`src/rtl/seg7_scan_if.sv`:
```
// Bus bundle for the seven-segment scan driver: load handshake, live blank mask
// and the registered display outputs.
interface seg7_scan_if #(
  parameter int NUM_DIGITS = 4
);
  logic [4*NUM_DIGITS-1:0] value;
  logic                    load_valid;
  logic                    load_ready;
  logic [NUM_DIGITS-1:0]   blank_mask;
  logic [6:0]              seg;
  logic [NUM_DIGITS-1:0]   digit_en;
  logic [2:0]              digit_idx;

  modport master (
    output value, load_valid, blank_mask,
    input  load_ready, seg, digit_en, digit_idx
  );

  modport slave (
    input  value, load_valid, blank_mask,
    output load_ready, seg, digit_en, digit_idx
  );
endinterface

```
`src/rtl/seg7_scan_driver.sv`:
```
// Multiplexed hex seven-segment driver with a one-entry pending buffer swapped in at frame ends.
// Optional macro SEG7_LEADING_ZERO_BLANK_EN darkens digits above the top nonzero nibble.
module seg7_scan_driver #(
  parameter int NUM_DIGITS      = 4,
  parameter int TICKS_PER_DIGIT = 50000
) (
  input logic        clk,
  input logic        rst,
  seg7_scan_if.slave bus
);
  localparam int TW = (TICKS_PER_DIGIT > 2) ? $clog2(TICKS_PER_DIGIT) : 1;
  localparam int DW = 4 * NUM_DIGITS;

  logic [TW-1:0]         tick_q, tick_d;
  logic [2:0]            idx_q, idx_d;
  logic                  run_q, run_d;
  logic [DW-1:0]         display_q, display_d;
  logic [DW-1:0]         pending_q, pending_d;
  logic                  full_q, full_d;
  logic [6:0]            seg_q, seg_d;
  logic [NUM_DIGITS-1:0] digit_en_q, digit_en_d;

  logic       tick_last, idx_last, frame_end, xfer, blank;
  logic [7:0] blank_ext;
  logic [3:0] nib [8];

  function automatic logic [6:0] hex7(input logic [3:0] n);
    case (n)
      4'h0: hex7 = 7'h40;  4'h1: hex7 = 7'h79;  4'h2: hex7 = 7'h24;  4'h3: hex7 = 7'h30;
      4'h4: hex7 = 7'h19;  4'h5: hex7 = 7'h12;  4'h6: hex7 = 7'h02;  4'h7: hex7 = 7'h78;
      4'h8: hex7 = 7'h00;  4'h9: hex7 = 7'h10;  4'hA: hex7 = 7'h08;  4'hB: hex7 = 7'h03;
      4'hC: hex7 = 7'h46;  4'hD: hex7 = 7'h21;  4'hE: hex7 = 7'h06;  default: hex7 = 7'h0E;
    endcase
  endfunction

  assign tick_last = (tick_q == TW'(TICKS_PER_DIGIT - 1));
  assign idx_last  = (idx_q == 3'(NUM_DIGITS - 1));
  assign frame_end = run_q & tick_last & idx_last;
  assign xfer      = bus.load_valid & ~full_q;

  // run_q is low only for the first edge after reset, which lands on slot 0 tick 0
  always_comb begin
    tick_d = tick_q;
    idx_d  = idx_q;
    run_d  = 1'b1;
    if (!run_q) begin
      tick_d = '0;
      idx_d  = 3'd0;
    end else if (tick_last) begin
      tick_d = '0;
      idx_d  = idx_last ? 3'd0 : idx_q + 3'd1;
    end else begin
      tick_d = tick_q + TW'(1);
    end
  end

  // Full buffer blocks the handshake, so a swap and a capture never coincide
  always_comb begin
    display_d = display_q;
    pending_d = pending_q;
    full_d    = full_q;
    if (frame_end && full_q) begin
      display_d = pending_q;
      full_d    = 1'b0;
    end else if (xfer) begin
      pending_d = bus.value;
      full_d    = 1'b1;
    end
  end

  for (genvar gi = 0; gi < 8; gi++) begin : g_nib
    if (gi < NUM_DIGITS) begin : g_used
      assign nib[gi] = display_d[4*gi +: 4];
    end else begin : g_pad
      assign nib[gi] = 4'h0;
    end
  end

`ifdef SEG7_LEADING_ZERO_BLANK_EN
  logic [7:0] nz;
  logic [2:0] msd;
  for (genvar gi = 0; gi < 8; gi++) begin : g_nz
    assign nz[gi] = |nib[gi];
  end
  always_comb begin
    msd = 3'd0;
    for (int k = 0; k < 8; k++) begin
      if (nz[k]) msd = 3'(k);
    end
  end
`endif

  // Outputs are computed for the slot that becomes current on the next edge
  always_comb begin
    blank_ext = 8'(bus.blank_mask);
    blank     = blank_ext[idx_d];
`ifdef SEG7_LEADING_ZERO_BLANK_EN
    blank     = blank | (idx_d > msd);
`endif
    seg_d      = blank ? 7'h7F : hex7(nib[idx_d]);
    digit_en_d = (tick_d == '0) ? '1 : NUM_DIGITS'(~(8'd1 << idx_d));
  end

  always_ff @(posedge clk or posedge rst) begin
    if (rst) begin
      tick_q     <= '0;
      idx_q      <= 3'd0;
      run_q      <= 1'b0;
      display_q  <= '0;
      pending_q  <= '0;
      full_q     <= 1'b0;
      seg_q      <= 7'h7F;
      digit_en_q <= '1;
    end else begin
      tick_q     <= tick_d;
      idx_q      <= idx_d;
      run_q      <= run_d;
      display_q  <= display_d;
      pending_q  <= pending_d;
      full_q     <= full_d;
      seg_q      <= seg_d;
      digit_en_q <= digit_en_d;
    end
  end

  assign bus.seg        = seg_q;
  assign bus.digit_en   = digit_en_q;
  assign bus.digit_idx  = idx_q;
  assign bus.load_ready = ~full_q;
endmodule

```
`src/flat_wrapper.sv`:
```
// flat-port wrapper written by rule: the top's interface ports become plain ports
module seg7_scan_driver_flat 
#(
  parameter int NUM_DIGITS      = 4,
  parameter int TICKS_PER_DIGIT = 50000
)
  (clk, rst, bus_value, bus_load_valid, bus_blank_mask, bus_load_ready, bus_seg, bus_digit_en, bus_digit_idx);
  seg7_scan_if #(.NUM_DIGITS(NUM_DIGITS)) bus_i ();
  input logic clk;
  input logic rst;
  input wire logic [$bits(bus_i.value)-1:0] bus_value;
  input wire logic [$bits(bus_i.load_valid)-1:0] bus_load_valid;
  input wire logic [$bits(bus_i.blank_mask)-1:0] bus_blank_mask;
  output wire logic [$bits(bus_i.load_ready)-1:0] bus_load_ready;
  output wire logic [$bits(bus_i.seg)-1:0] bus_seg;
  output wire logic [$bits(bus_i.digit_en)-1:0] bus_digit_en;
  output wire logic [$bits(bus_i.digit_idx)-1:0] bus_digit_idx;
  assign bus_i.value = bus_value;
  assign bus_i.load_valid = bus_load_valid;
  assign bus_i.blank_mask = bus_blank_mask;
  assign bus_load_ready = bus_i.load_ready;
  assign bus_seg = bus_i.seg;
  assign bus_digit_en = bus_i.digit_en;
  assign bus_digit_idx = bus_i.digit_idx;
  seg7_scan_driver #(.NUM_DIGITS(NUM_DIGITS), .TICKS_PER_DIGIT(TICKS_PER_DIGIT)) u_core (.clk(clk), .rst(rst), .bus(bus_i));
endmodule
```
`config.mk`:
```
export PLATFORM = sky130hd
export DESIGN_NAME = seg7_scan_driver_flat
export DESIGN_NICKNAME = d
export VERILOG_FILES = /design/src/rtl/seg7_scan_if.sv /design/src/rtl/seg7_scan_driver.sv /design/src/flat_wrapper.sv
export SDC_FILE = /design/constraint.sdc
export NUM_CORES = 1
export LEC_CHECK = 0
export CORE_AREA = 10 10 93 95
export DETAILED_ROUTE_END_ITERATION = 16
export DIE_AREA = 0 0 103 105
export GPL_ROUTABILITY_DRIVEN = 0
export HOLD_SLACK_MARGIN = 0.08
export PLACE_DENSITY = 0.75
export RECOVER_POWER = 50
export SLEW_MARGIN = 5
export SYNTH_ARGS = -nofsm -noshare
export SYNTH_HDL_FRONTEND = slang
export SYNTH_SLANG_ARGS = --single-unit
```
`constraint.sdc`:
```
create_clock -name clk -period 2.8 [get_ports clk]
set_input_delay 0.42 -clock clk [delete_from_list [all_inputs] [get_ports clk]]
set_output_delay 0.42 -clock clk [all_outputs]
set_load 0.03 [all_outputs]
```
* Yosys cells after proc, flatten, opt, wreduce, memory -nomap -nowiden
Memory sizes are Yosys's and may differ from the RTL's. Index checks and enable logic that the tools add are counted.
Operators by class: $add $sub $neg 2, multipliers 0, div/mod/pow operators 0, order comparisons 2, equality and inequality tests 2, shifts and indexed selects 1, muxes and demuxes 15, bitwise logic cells 7, reduce and logical (&&, ||, !) cells 4
Operators with widths (number):
- 2-to-1 mux 16 bit | 3
- adder 16 x 1 -> 16 bit, second input constant | 1
- equality test 16 bit, second input constant | 1
- zero test 16 bit | 1
- binary-select mux 4 bit (select 3 bit) | 1
- 2-to-1 mux 4 bit | 3
- 2-to-1 mux 3 bit | 3
- 2-to-1 mux 7 bit | 1
- >= comparator 4 bit, second input constant | 1
- < comparator 3 x 4 -> 1 bit, second input constant | 1
- NOT 3 -> 4 bit | 1
- NOT 4 bit | 1
- << shifter 1 x 3 -> 4 bit, first input constant | 1
- adder 3 x 1 -> 3 bit, second input constant | 1
- bitwise AND 1 bit | 3
- binary-select mux 1 bit (select 3 bit) | 1
- equality test 3 x 2 -> 1 bit, second input constant | 1
- 2-to-1 mux 1 bit | 3
- NOT 1 bit | 2
- AND reduction 2 bit | 1
- nonzero test 2 bit | 1
- logical AND 1 bit | 1
Word-level totals: bits in registers 64, latch bits 0, memory bits (writable) 0, memory bits (read-only) 112, bits of input ports 23, output and inout bits 15, logic and storage cells 42, memories kept 1
Memories:
- (no name shown) | words 16, width 7, read ports 1, clocked after memory_dff 0, wr ports 0, line seg7_scan_driver.sv:28 | case (n)

* Longest topological paths before layout
Gate-level depths: netlist of the first run. An unclocked memory read counts as a cell.
depth after elaboration 10, gate-level depth with buffers 12, mapped depth without buffers 12

* Worst setup path before layout of the first run
OpenSTA, ideal clock, no wires.
path kind flip-flop to flip-flop, start reg u_core.tick_q[0], end reg u_core.seg_q[3] (netlist: u_core.bus.seg[3]), setup time 85 ps, arrival time 2677 ps, path slack 37 ps, stages on the path, launching flop included 12, path through dfrtp_1 -> ha_1 -> and3_1 -> nand4_4 -> mux2_4 -> clkinv_4 -> o221ai_1 -> a21oi_1 -> inv_1 -> ha_1 -> a221oi_1 -> o21ai_1
RTL lines:
- start: declaration | line seg7_scan_driver.sv:14 | logic [TW-1:0] tick_q, tick_d;
- start signal: assignment | line seg7_scan_driver.sv:115 | tick_q <= tick_d;
- equality test 16 bit * | line seg7_scan_driver.sv:36 | assign tick_last = (tick_q == TW'(TICKS_PER_DIGIT - 1));
- 2-to-1 mux 3 bit * | line seg7_scan_driver.sv:49 | end else if (tick_last) begin
- 2-to-1 mux 3 bit * | line seg7_scan_driver.sv:46 | if (!run_q) begin
- net u_core.idx_d[1] | line seg7_scan_driver.sv:15 | logic [2:0] idx_q, idx_d;
- NOT 3 -> 4 bit (implied by the code) | line seg7_scan_driver.sv:100 | seg_d = blank ? 7'h7F : hex7(nib[idx_d]);
- binary-select mux 4 bit (select 3 bit) | line seg7_scan_driver.sv:100
- 2-to-1 mux 4 bit (implied by the code) (2 in a row) | line seg7_scan_driver.sv:100
- memory (16 x 7 bit)
- 2-to-1 mux 7 bit * | line seg7_scan_driver.sv:100
- net u_core.seg_d[3] | line seg7_scan_driver.sv:20 | logic [6:0] seg_q, seg_d;
- end signal: assignment | line seg7_scan_driver.sv:121 | seg_q <= seg_d;
- end: declaration | line seg7_scan_driver.sv:20
The timed path passes the listed nets; every way through them passes the cells marked *. The select of a mux whose other input is x is not followed. A chain may end at the register's enable or synchronous reset.

* Worst setup path in the final report of the first run
start reg u_core.tick_q[13], end reg u_core.seg_q[3] (netlist: u_core.bus.seg[3])
Same word-level chain as after synthesis.

==> key figures, run 1 <==
Global route
  – Largest net degree at the start of global routing: 34
  – GR Overflow Total: 0
  – Vias in the first global route: 2454
  – First-pass GRT wire length: 11900 um
  – Total global-route track usage: around 14%
  – Initial antenna violation count: 0

Synthesis
  – Post-Syn Instances: 296
  – FF+latch count, synth: 64
  – Mux share of post-synthesis cell area: 13.8%
  – Post-synthesis sequential area ratio: between 40% and 50%
  – Compound-gate portion of the synthesized area: roughly a tenth
  – Largest family of logic cells by synthesized area: simple AND/OR/NAND/NOR gates
  – Post-synth EDFFs: 0
  – Cell Area, Synth: around 3400 um^2
  – Asr flop ratio synth: between 90% and 100%
  – Synth Area in Adders: around 3.0%
  – Simple-gate share of the synthesized area: approximately 18%
  – Yosys warning count: 0
  – Avg Cell Area, Syn: ~11 um^2
  – Synth Area in XOR/XNOR: slightly above 4%
  – Synth cell types: between 60 and 70
  – Ys flop type: dfrtp_1
  – Post-synth net total: around 330

Setup path
  – Required time of the worst setup path: just over 3 ns
  – Critical path arrival: ~3 ns
  – Slowest CP cell: nor4b_4
  – Buf/Inv on CP: 3
  – Reg2reg setup slack: around 0.13 ns
  – Startpoint types: flop
  – Critical path's most frequent cell: buf_4
  – Worst path cell trace: nor4b_4 -> a41oi_2 -> buf_4 -> a31oi_4 -> inv_1 -> a32o_2 -> buf_4 -> ha_1 -> a221oi_1 -> o21ai_1
  – Critical path class: reg -> reg
  – Crit end category: flop
  – CP peak stage delay: approximately 0.42 ns
  – Max FO, Critical Path: 5
  – CP top delay family: compound AO/OA/AOI/OAI gates

Floorplan
  – Core Region: roughly 6800 um^2
  – Die Wd: 103 um
  – Cell Rows: 30
  – Initial Util: roughly half
  – Die height: roughly 110 um
  – I/O pin cnt: 38
  – Full die area: 10800 um^2

Placed design
  – Post-DP Area: ~4000 um^2
  – Cells after DPL: approximately 430
  – Post-DP HPWL: around 5400 um
  – PortBufs: 37

Timing
  – Peak Freq: ~370 MHz
  – Final hold viol count: 0
  – Period utilisation layout: 95.4%
  – Worst-case clock skew: 0.0119 ns
  – Min Tclk post-route: 2.67 ns
  – Slew HR: a little under a tenth
  – Final setup viols: 0
  – Final slew viol count: 0
  – Pin slew with the least headroom to its limit: about 1.4 ns
  – Post-route setup TNS: 0 ns

Drt
  – Overall routed net length: a little over 7000 um
  – Vias/cell: ~5.7
  – Avg WL per Cell: 16.1 um
  – Iter 0 DRT Violations: around 120
  – Via count: between 2000 and 3000
  – Post-DRT Antenna Nets: 0
  – Residual DRC count: 0
  – Detailed Routing Iterations Pass 1: 4

Job
  – Max-capacitance violation count: 0

Clock network
  – H-Tree Depth: 3
  – Clock transition at path regs: 0.08 ns
  – CTS tree: done
  – Clock Latency Late Sink: roughly 0.36 ns
  – Hold Buf Count CTS: 0
  – Clock buffer depth: 2
  – Root buffer cell: clkbuf_8
  – Num Clock Sinks: 64
  – Total CTS buffers: 9

Power and ir drop
  – Pwr Density: around 430 nW/um^2
  – P_leak: 0.00184 uW
  – Overall Power: 1830 uW
  – Peak VDD IR: roughly 0.34 mV
  – Sequential group share of total power: a little over half
  – Combinational fraction of design power: 7.2%
  – NetSw: 470 uW
  – Int Power: 1360 uW
  – Clock power share: between 30 and 40%
  – Switching portion of total power: between 20% and 30%

Finish
  – Layout Nets: 391
  – Area grow syn2layout: 24.6%
  – Finished layout cell area: 4220 um^2
  – Filler instances: ~520
  – Final std cells w/o fill: 445
  – Share of cells above drive strength 1: between 30% and 40%
  – # diodes: 0

Status
  – Status: complete, no violations

Hold path
  – Worst hold path type: reg -> reg
## cells in the final DEF, fill, tap and decap left out, types with 4 or more instances in the layout
| master | count |
|---|---|
| xnor2_1 | 9 |
| nor3_1 | 6 |
| nor4_1 | 5 |
| and3_1 | 4 |
| clkbuf_8 | 9 |
| inv_1 | 9 |
| nand3_1 | 9 |
| nand4_1 | 5 |
| nor2_1 | 23 |
| mux2i_1 | 7 |
| nor2b_1 | 6 |
| dfstp_2 | 11 |
| xor2_1 | 7 |
| ha_1 | 6 |
| buf_4 | 26 |
| dfrtp_1 | 52 |
| nand2_1 | 19 |
| clkdlybuf4s50_1 | 35 |
| mux2_2 | 32 |
| o21ai_0 | 5 |
| or3_1 | 5 |
| o221ai_1 | 4 |
## power by group through the flow
stage	logic [uW]	registers, uW	clock network (uW)
final	132	989	713
after global placement	134	1000	0
after floorplan	62.5	1010	0
after global routing	145	994	781
after detailed placement	138	1010	0
after CTS	139	989	734
## layer usage
| metal | wire length, um | up-vias | track usage, % |
|---|---|---|---|
| li1 | - | 1204 | - |
| met1 | 3380 | 1247 | 18.5 |
| met2 | 3250 | 83 | 19.8 |
| met3 | 392 | 18 | 4.68 |
| met4 | 136 | 0 | 5.86 |
| met5 | 0 | - | 0 |
## through the flow
stage                     hold WS, ns  worst slack, ns  util, %
after floorplan                 0.446           0.0372        -
after global routing            0.520          -0.0487     62.5
after detailed placement        0.477          -0.0138     59.0
after CTS                       0.352          0.00533     61.8
final                           0.492            0.128     62.5
after global placement          0.473            0.112     59.0
## Yosys cell counts (2+ instances only)
master     number  area [um^2]
nor3_1          6         30.0
nor2_1         23         86.3
o221ai_1        4         35.0
a21oi_1         3         15.0
mux2_2         32          360
buf_2           3         15.0
and4_1          3         26.3
dfstp_2        11          289
nand3_1         9         45.0
a21o_2          2         17.5
xnor2_1         9         78.8
ha_1            8          100
or3_1           5         31.3
mux2i_1         7         70.1
clkbuf_1        6         22.5
inv_1           9         33.8
and3_1          5         31.3
a221oi_1        2         17.5
o21ai_0         5         25.0
o2111ai_1       3         26.3
o211ai_1        3         22.5
o22ai_1         3         18.8
dfrtp_1        53         1330
nand4_1         5         31.3
nor4_1          5         31.3
nand2_1        19         71.3
nor3_2          2         20.0
and2_1          3         18.8
xor2_1          7         61.3
nor2b_1         6         37.5
nand2b_1        3         18.8
buf_4           3         22.5
## worst min-delay path, cell delays in order, from the launching register on
cell	delay [ns]
dfrtp_1	0.35
nand2_1	0.05
o21ai_0	0.06
## timing repair
item	in CTS	in global routing
endpoints found under the setup margin	2	6
pin swaps	0	4
resized for setup	1	10
buffers inserted	0	4
## flip-flops by register name, indices dropped and copies added, names as in the netlist
register              count
u_core.run_q              1
u_core.bus.digit_idx      3
u_core.bus.digit_en       4
u_core.pending_q         16
u_core.display_q         16
u_core.full_q             1
u_core.tick_q            16
u_core.bus.seg            7
## path summary, 6_finish.rpt
path | cells past startpoint | start | endpoint
setup / recovery | 10 | u_core.tick_q[13]$_DFF_PP0_ | u_core.bus.seg[3]$_DFF_PP1_
hold / removal | 2 | u_core.pending_q[15]$_DFFE_PP0P_ | u_core.display_q[15]$_DFF_PP0_
setup reg to reg | 10 | u_core.tick_q[13]$_DFF_PP0_ | u_core.bus.seg[3]$_DFF_PP1_
hold reg to reg | 2 | u_core.pending_q[15]$_DFFE_PP0P_ | u_core.display_q[15]$_DFF_PP0_
max in group asynchronous | 3 | rst | u_core.display_q[4]$_DFF_PP0_
min in group asynchronous | 2 | rst | u_core.tick_q[8]$_DFF_PP0_
## cells by family after synthesis
| group | Yosys count |
|---|---|
| buf+inv | 23 |
| other cells | 1 |
| mux | 41 |
| simple gates | 104 |
| xor+xnor | 16 |
| flops | 64 |
| fa+ha+maj | 8 |
| compound gates | 39 |
## cell type report
class / instances / area (um^2) / share of cell area (%)
sequential: 64 / 1620 / 38.3
inverter: 10 / 42.5 / 1.01
clock buffer: 9 / 124 / 2.94
timing repair buffer: 66 / 586 / 13.9
tap: 80 / 100 / 2.37
multi-input combinational: 209 / 1700 / 40.2
clock inverter: 7 / 55.1 / 1.30
No activity file was read; power rests on OpenSTA's default activity.
==> run 2, diff against run 1 <==
--- a/config.mk
+++ b/config.mk
@@ -16,3 +16,4 @@
 export SYNTH_ARGS = -nofsm -noshare
 export SYNTH_HDL_FRONTEND = slang
 export SYNTH_SLANG_ARGS = --single-unit
+export TNS_END_PERCENT = 10
==> results of run 2 <==
Final layout, timing and power as in run 1 (identical DEF).
